--- src/rtl/systolic_skew_feeder.sv ---
// systolic_skew_feeder
//   Buffers one tile of DEPTH vectors of WIDTH lanes, then emits it diagonally
//   skewed (lane j delayed j beats) so wavefronts enter the systolic array
//   aligned. LOAD and FEED phases alternate and never overlap.
//   Optional build macro: FEEDER_STALL_EN adds the out_ready back-pressure port.
module systolic_skew_feeder #(
   parameter int WIDTH = 8,
   parameter int DEPTH = 8
) (
   input  logic             clk,
   input  logic             rst_n,
   input  logic             in_valid,
   output logic             in_ready,
   input  logic [WIDTH-1:0] in_data,
   output logic             out_valid,
   output logic [WIDTH-1:0] out_data,
   output logic             out_first,
   output logic             out_last
`ifdef FEEDER_STALL_EN
   ,
   input  logic             out_ready
`endif
);

   localparam int BEATS = DEPTH + WIDTH - 1;
   localparam int LCW   = (DEPTH > 1) ? $clog2(DEPTH) : 1;
   localparam int BCW   = (BEATS > 1) ? $clog2(BEATS) : 1;

   localparam logic [LCW-1:0] LOAD_LAST = LCW'(DEPTH - 1);
   localparam logic [BCW-1:0] BEAT_LAST = BCW'(BEATS - 1);

   localparam logic [0:0] S_LOAD = 1'b0;
   localparam logic [0:0] S_FEED = 1'b1;

   logic [0:0]       r_state;
   logic [LCW-1:0]   r_load_cnt;
   logic [BCW-1:0]   r_beat_cnt;
   logic [WIDTH-1:0] r_buf [DEPTH];

   logic             w_load_hs;
   logic             w_load_done;
   logic             w_consume;
   logic             w_feed_done;
   logic [BCW-1:0]   w_beat_t;
   logic [WIDTH-1:0] w_buf_eff [DEPTH];
   logic [WIDTH-1:0] w_beat;

   assign in_ready    = (r_state == S_LOAD);
   assign w_load_hs   = in_valid && in_ready;
   assign w_load_done = w_load_hs && (r_load_cnt == LOAD_LAST);

`ifdef FEEDER_STALL_EN
   assign w_consume   = (r_state == S_FEED) && out_valid && out_ready;
`else
   assign w_consume   = (r_state == S_FEED);
`endif

   assign w_feed_done = w_consume && (r_beat_cnt == BEAT_LAST);

   // Index of the beat that will be visible after the next edge: beat 0 when
   // the tile completes, otherwise the successor of the current beat.
   assign w_beat_t    = (r_state == S_FEED) ? r_beat_cnt + 1'b1 : '0;

   // Tile view including the vector being written this cycle, so beat 0 can be
   // registered on the same edge as the final load.
   always_comb begin
      // NOTE: every always_comb output gets a default first so no latch is inferred.
      for (int k = 0; k < DEPTH; k++) begin
         w_buf_eff[k] = r_buf[k];
      end
      if (w_load_hs) begin
         w_buf_eff[r_load_cnt] = in_data;
      end
   end

   // Skewed beat t: lane j carries vector (t-j) when that vector exists, else 0.
   always_comb begin
      w_beat = '0;
      for (int j = 0; j < WIDTH; j++) begin
         for (int k = 0; k < DEPTH; k++) begin
            if (w_beat_t == BCW'(k + j)) begin
               w_beat[j] = w_buf_eff[k][j];
            end
         end
      end
   end

   // Tile buffer write on each load handshake.
   always_ff @(posedge clk) begin
      // NOTE: the buffer has no reset; its contents are only read after a full tile is loaded.
      if (rst_n && w_load_hs) begin
         r_buf[r_load_cnt] <= in_data;
      end
   end

   // Phase control, counters and registered output beat.
   always_ff @(posedge clk) begin
      // NOTE: sequential state uses non-blocking assignments so all registers update together.
      if (!rst_n) begin
         r_state    <= S_LOAD;
         r_load_cnt <= '0;
         r_beat_cnt <= '0;
         out_valid  <= 1'b0;
         out_data   <= '0;
         out_first  <= 1'b0;
         out_last   <= 1'b0;
      end else if (r_state == S_LOAD) begin
         if (w_load_done) begin
            r_state    <= S_FEED;
            r_load_cnt <= '0;
            r_beat_cnt <= w_beat_t;
            out_valid  <= 1'b1;
            out_data   <= w_beat;
            out_first  <= 1'b1;
            out_last   <= (w_beat_t == BEAT_LAST);
         end else if (w_load_hs) begin
            r_load_cnt <= r_load_cnt + 1'b1;
         end
      end else begin
         if (w_feed_done) begin
            r_state    <= S_LOAD;
            r_beat_cnt <= '0;
            out_valid  <= 1'b0;
            out_data   <= '0;
            out_first  <= 1'b0;
            out_last   <= 1'b0;
         end else if (w_consume) begin
            r_beat_cnt <= w_beat_t;
            out_data   <= w_beat;
            out_first  <= 1'b0;
            out_last   <= (w_beat_t == BEAT_LAST);
         end
      end
   end

endmodule

--- config.mk ---
export PLATFORM = sky130hd
export DESIGN_NAME = systolic_skew_feeder
export DESIGN_NICKNAME = d
export VERILOG_FILES = /design/src/rtl/systolic_skew_feeder.sv
export SDC_FILE = /design/constraint.sdc
export NUM_CORES = 1
export LEC_CHECK = 0
export ABC_AREA = 1
export BUFFER_PORTS_ARGS = -buffer_cell sky130_fd_sc_hd__buf_2
export CORE_UTILIZATION = 48
export CTS_CLUSTER_SIZE = 20
export DETAILED_ROUTE_END_ITERATION = 16
export PLACE_DENSITY = 0.68
export REMOVE_ABC_BUFFERS = 1
export SLEW_MARGIN = 30
export SYNTH_ARGS = -nofsm -noshare
export SYNTH_HDL_FRONTEND = slang
export SYNTH_SLANG_ARGS = --single-unit
export TNS_END_PERCENT = 5
--- constraint.sdc ---
create_clock -name clk -period 1.95 [get_ports clk]
set_input_delay 0 -clock clk [delete_from_list [all_inputs] [get_ports clk]]
set_output_delay 0 -clock clk [all_outputs]
set_load 0.02 [all_outputs]
==> results of run 1 <==
-- cells in the mapped netlist --
library cell	instances
a21oi_1	36
buf_4	1
edfxtp_1	64
nand2_2	2
clkinv_1	1
nand3_1	26
nand4_1	7
inv_4	4
mux2_2	3
nand2_1	155
nor2_4	7
clkbuf_1	3
dfxtp_1	19
a31oi_1	1
nor3_1	2
buf_2	4
nor2_1	36
a211oi_1	2
o21ai_0	17
buf_6	3
nand3_2	4
buf_1	1
nand2_4	2
nand3_4	1
nor2_8	3
inv_1	27
o211ai_1	5
nor2_2	5
ha_1	4
inv_2	8
o21ai_1	12
a21oi_2	2
-- state kept, by name, indices dropped and copies added, names as in the netlist --
register	cells
out_data	8
r_beat_cnt	4
out_first	1
r_state	1
r_load_cnt	3
out_valid	1
out_last	1
r_buf	64
-- worst paths after layout --
kind,from,to,slack (ps),cells after the start
worst max-delay path,r_beat_cnt[1]$_SDFFE_PN0P_,out_data[1]$_SDFFE_PN0P_,-50,17
worst min-delay path,in_data[4],r_buf[7][4]$_DFFE_PP_,-5,1
worst max register to register,r_beat_cnt[1]$_SDFFE_PN0P_,out_data[1]$_SDFFE_PN0P_,-50,17
worst min register to register,out_valid$_SDFFE_PN0P_,out_valid$_SDFFE_PN0P_,470,2
-- kinds of logic after synthesis --
logic type      Yosys count
compound gates           75
buf+inv                  52
fa+ha+maj                 4
flops                    83
simple gates            250
mux                       3
-- routing by layer --
layer | share of wire [%] | vias up | wire length (µm) | track usage, %
li1 | - | 1766 | - | -
met1 | 45 | 1689 | 5250 | 36.6
met2 | 48 | 105 | 5550 | 45.0
met3 | 4.2 | 21 | 481 | 4.31
met4 | 2.6 | 0 | 306 | 10.3
met5 | 0 | - | 0 | 0
-- cell type report --
type,instances,area [µm²]
fill,688,2950
clock inverter,4,55.1
timing repair buffer,97,731
sequential,83,2310
multi-input combinational,332,1810
clock buffer,12,166
inverter,40,175
tap,105,131
-- stage by stage --
step | cells | setup slack [ps] | util [%] | setup TNS (ps)
6_report | 673 | -49.2 | 64.6 | -123
3_5_place_dp | 637 | -208 | 57.4 | -1230
2_1_floorplan | 455 | -87.0 | - | -859
3_3_place_gp | 637 | -198 | 57.4 | -794
4_1_cts | 660 | -91.2 | 61.7 | -222
5_1_grt | 673 | -184 | 64.6 | -1150
-- repair_timing --
| item | CTS | global route |
|---|---|---|
| setup buffers | 3 | 12 |
| endpoints found under the setup margin | 13 | 10 |
| endpoints found under the hold margin | 24 | 4 |
| hold buffers | 4 | 1 |
| pin swaps | 9 | 17 |
| resized for setup | 20 | 42 |
| cloned | 0 | 0 |
-- power by group through the flow --
stage                     Sequential [mW]  Combinational, mW  Clock [mW]
after global routing                 1.93              0.256        1.46
after CTS                            1.93              0.225        1.40
after detailed placement             1.98              0.216           0
after floorplan                      1.98              0.106           0
after global placement               1.97              0.214           0
final                                1.93              0.232        1.39
==> flow_summary.toml, run 1 <==
[cts]
h-tree-depth = 3
worstSkewPairLatency_ps = 370
path_clk_slew_ps = 90
clock_sinks = 83
clock_path_buffers = 2
cts_tree = "done"
cts_made_buffers = 9
root_buffer = "clkbuf_8"

[floorplanning]
core-area_um2 = 8340
die_height_um = 95.4
start_util_pct = 50.2
boundaryPins = 23
placementRows = 33
dieArea_um2 = 9100
die_width_um = 95.4

[pwr]
p_per_area_nw_per_um2 = 660
p_seq_share_pct = 54.3
power_switching_mw = 0.843
ir_drop_mv = 0.490
p_comb_share_pct = 6.5
power_switching_share_pct = 23.7
p_total_mw = 3.55
p_int_mw = 2.71
clockPowerShare_pct = 39.1
leakagePower_nw = 2.33

[synth]
synth_top_area_cell = "edfxtp_1"
synth_cell_types = 32
ys_seq_area_share_pct = 55.0
yosys.area_share.simple_pct = 27.8
synthCells = 467
synth_compound_area_share_pct = 9.59
synth_warnings = 0
syn_area_um2 = 4190
synth_top_family_by_area = "simple AND/OR/NAND/NOR gates"
synth_area_leaders = "edfxtp_1 46%, nand2_1 14%, dfxtp_1 9.1%, a21oi_1 4.3%, nor2_1 3.2%"
synth.avg_cell_area_um2 = 8.97
synth-seq-cells = 83
synth_xor_area_share_pct = 0
synthMuxAreaShare_pct = 0.807
netlist.area_leader.share_pct = 45.9
synthAdderAreaFrac_pct = 1.20

[setup_path]
crit_slowest_cell = "dfxtp_4"
cp_common_cell = "nand2_1"
path_cells = "ha_4, nand2_2, inv_2, nor2_4, nand2_4, nor2_8, inv_4, nor2_4, buf_4, buf_4, nand2_1, nand2_1, nand2_1, nand2_1, nand2_1, nand2_2, a21oi_2"
crit_path_start_kind = "register"
worstSetupPathType = "reg -> reg"
required_ps = 2220
cp.buffers_inverters = 4
worstPathMaxFanout = 5
cpLargestDelayFamily = "simple AND/OR/NAND/NOR gates"
cp.arrival_ps = 2270
slowest_delay_ps = 380
worstSetupEndpointType = "register"

[final_layout]
synthToLayoutAreaGrowth_pct = 28.6
final_cell_mix = "147 x nand2_1, 65 x buf_4, 64 x edfxtp_1"
final_common_cell = "nand2_1"
diodes = 0
nets = 578
drive_above_1_share_pct = 32.7
post-route-cell-area_um2 = 5390

[sta]
maxSlewViolCount = 0
hold_viol = 5
rsz0062_at_grt = "true"
period_needed_ps = 2000
maxSlewHeadroom_pct = 65.8
fmax_mhz = 500
tightest_slew_ps = 512
clock_skew_ps = 10.3
holdWs_ps = -5.39
fin_ws_ps = -49.2
period_share_pct = 103
setup_viol = 6

[run]
cap_viol_max_count = 0

[drt]
vias = 3581
drt_pre_antenna_iters = 4
drt_iter0_markers = 223
routed_wl_um = 11600
drtAntennaViolNets = 0
drc = 0
routed_via_density = 5.32
wl_per_cell_um = 17.2

[global_route]
overflow = 0
grt_antenna_before_repair = 0
grtUsageTotal_pct = 27.4
grt_start_max_net_pins = 15
grt_pass1_vias = 3474
grt_pass1_wl_um = 17900

[run_status]
violations = "hold timing, setup timing"
outcome = "finished, violations left"

[worst_hold_path]
min_path_type = "in -> reg"

[place]
place_hpwl_um = 8410
gp_congestion = 0.889
io_buffers = 22
place_area_um2 = 4790
Note: power is estimated with default switching activity, not from simulation.
==> run 2: changes to the inputs <==
--- a/config.mk
+++ b/config.mk
@@ -7,6 +7,7 @@
 export LEC_CHECK = 0
 export ABC_AREA = 1
 export BUFFER_PORTS_ARGS = -buffer_cell sky130_fd_sc_hd__buf_2
+export CORE_MARGIN = 8
 export CORE_UTILIZATION = 48
 export CTS_CLUSTER_SIZE = 20
 export DETAILED_ROUTE_END_ITERATION = 16
==> flow_summary.toml, run 2 (synthesized netlist as in run 1, its figures left out) <==
[run_status]
outcome = "finished, violations left"
violations = "setup timing"

[sta]
setup_viol = 2
tightest_slew_ps = 512
fmax_mhz = 511
tns_ps = -8.29
clock_skew_ps = 13.7
holdWs_ps = 11.0
hold_viol = 0
fin_ws_ps = -8.04
maxSlewHeadroom_pct = 65.9
maxSlewViolCount = 0
period_needed_ps = 1960
rsz0062_at_grt = "true"
period_share_pct = 100

[setup_path]
r2r_end = "out_data[2]$_SDFFE_PN0P_"
required_ps = 2200
worstRegToRegCells = 17
worstSetupEndpointType = "register"
crit_path_start_kind = "register"
critPathCapture = "out_data[2]$_SDFFE_PN0P_"
worstSetupStartpoint = "r_beat_cnt[0]$_SDFFE_PN0P_"
worstPathMaxFanout = 6
ff2ff_setup_slack_ps = -8
rr_startpoint = "r_beat_cnt[0]$_SDFFE_PN0P_"
cp.arrival_ps = 2200
worstSetupPathType = "reg -> reg"

[drt]
drt_pre_antenna_iters = 5
routed_via_density = 5.36
drt_iter0_markers = 250
wl_per_cell_um = 17.3
routed_wl_um = 11700
vias = 3621
drc = 0
drtAntennaViolNets = 0

[place]
place_hpwl_um = 8550
io_buffers = 22
place_inst = 645
gp_congestion = 0.889
place_area_um2 = 4830

[final_layout]
synthToLayoutAreaGrowth_pct = 27.9
multi_input_area_um2 = 1820
largest_reg_flops = 64
largest_registers = "r_buf (64), out_data (8), r_beat_cnt (4)"
utilization_pct = 62.3
fillers = 751
post-route-cell-area_um2 = 5360
final_cell_mix = "140 x nand2_1, 64 x edfxtp_1, 63 x buf_4"
top_register = "r_buf"
stdcell_count = 675
final_common_cell = "nand2_1"
drive_above_1_share_pct = 33.3
diodes = 0
nets = 577
seqCellArea_um2 = 2310

[floorplanning]
placementRows = 34
core-area_um2 = 8590
die_height_um = 109
start_util_pct = 48.7
boundaryPins = 23
dieArea_um2 = 12000
die_width_um = 109

[cts]
clock_path_buffers = 2
clock_sinks = 83
cts_made_buffers = 9
path_clk_slew_ps = 90
root_buffer = "clkbuf_8"
worstSkewPairLatency_ps = 360
h-tree-depth = 3
cts_tree = "done"

[pwr]
p_per_area_nw_per_um2 = 640
leakagePower_nw = 2.32
ir_drop_mv = 0.621

[global_route]
grt_start_max_net_pins = 16
grtUsageTotal_pct = 20.3
grt_pass1_vias = 3576
overflow = 0
grt_pass1_wl_um = 18500
grt_antenna_before_repair = 0

[run]
cap_viol_max_count = 0

[worst_hold_path]
min_path_type = "in -> reg"
-- run 2: cell count changes in the layout (fill, tap and decap cells not counted), moves of 2 or more --
cell      delta
a21oi_2      -4
clkinv_2     +2
a21oi_1      +4
buf_4        -2
nand2_2      +7
buf_6        +2
inv_6        -2
nand2_1      -7
dfxtp_2      +2
-- run 2: routing by layer --
layer,global-route usage (%),share of wire [%],wire length [µm],up-vias
met3,4.81,6.6,776,18
li1,-,-,-,1764
met2,33.1,48,5560,127
met4,6.46,1.9,227,0
met1,26.2,44,5120,1712
met5,0,0,0,-
-- run 2: worst max-delay path, cell delays in order, from the launching register on --
cell	delay [ps]
dfxtp_4	370
ha_4	170
nand2_2	60
inv_2	40
nor2_4	90
nand2_4	100
nor2_8	170
inv_4	70
nor2_8	140
buf_6	120
buf_4	90
nand2_1	40
nand2_1	60
nand2_1	60
nand2_1	60
nand2_1	60
nand2_1	60
a21oi_1	60
-- run 2: worst min-delay path by stage --
| stage | start | endpoint | slack [ps] | cells after the start |
|---|---|---|---|---|
| after floorplan | in_data[0] | r_buf[0][0]$_DFFE_PP_ | 100 | 0 |
| after global placement | rst_n | out_first$_SDFFE_PP0P_ | 300 | 3 |
| after detailed placement | rst_n | out_first$_SDFFE_PP0P_ | 300 | 3 |
| after CTS | in_data[6] | r_buf[1][6]$_DFFE_PP_ | 7 | 1 |
| after global routing | in_data[7] | r_buf[1][7]$_DFFE_PP_ | 10 | 1 |
| final | in_data[6] | r_buf[7][6]$_DFFE_PP_ | 10 | 1 |
-- run 2: metrics by stage --
stage	setup slack (ps)	total power [mW]
global route	-120	3.53
finish	-8.04	3.43
global placement	-156	2.20
floorplan	-87.0	2.08
CTS	-54.8	3.44
detailed placement	-207	2.21
-- run 2: layout make-up --
cell class / instances / area share [%]
well taps: 108 / 2.52
repair buffers: 96 / 13.6
clock inverters: 5 / 1.00
multi-input cells: 332 / 33.9
clock buffers: 11 / 2.64
flip-flops and latches: 83 / 43.2
inverters: 40 / 3.13
-- run 2: power by group --
part / switching [mW] / internal, mW / total, mW / leakage (nW)
clock: 0.630 / 0.623 / 1.25 / 0.103
sequential: 0.0125 / 1.92 / 1.93 / 0.735
combinational: 0.159 / 0.0839 / 0.243 / 1.48
total: 0.802 / 2.63 / 3.43 / 2.32
-- run 2: repair_timing --
item	CTS	global route
setup buffers	2	8
hold endpoints to repair	23	0
pin swaps	13	27
cloned	0	0
endpoints found under the setup margin	13	10
resized for setup	25	39
hold buffers	4	0
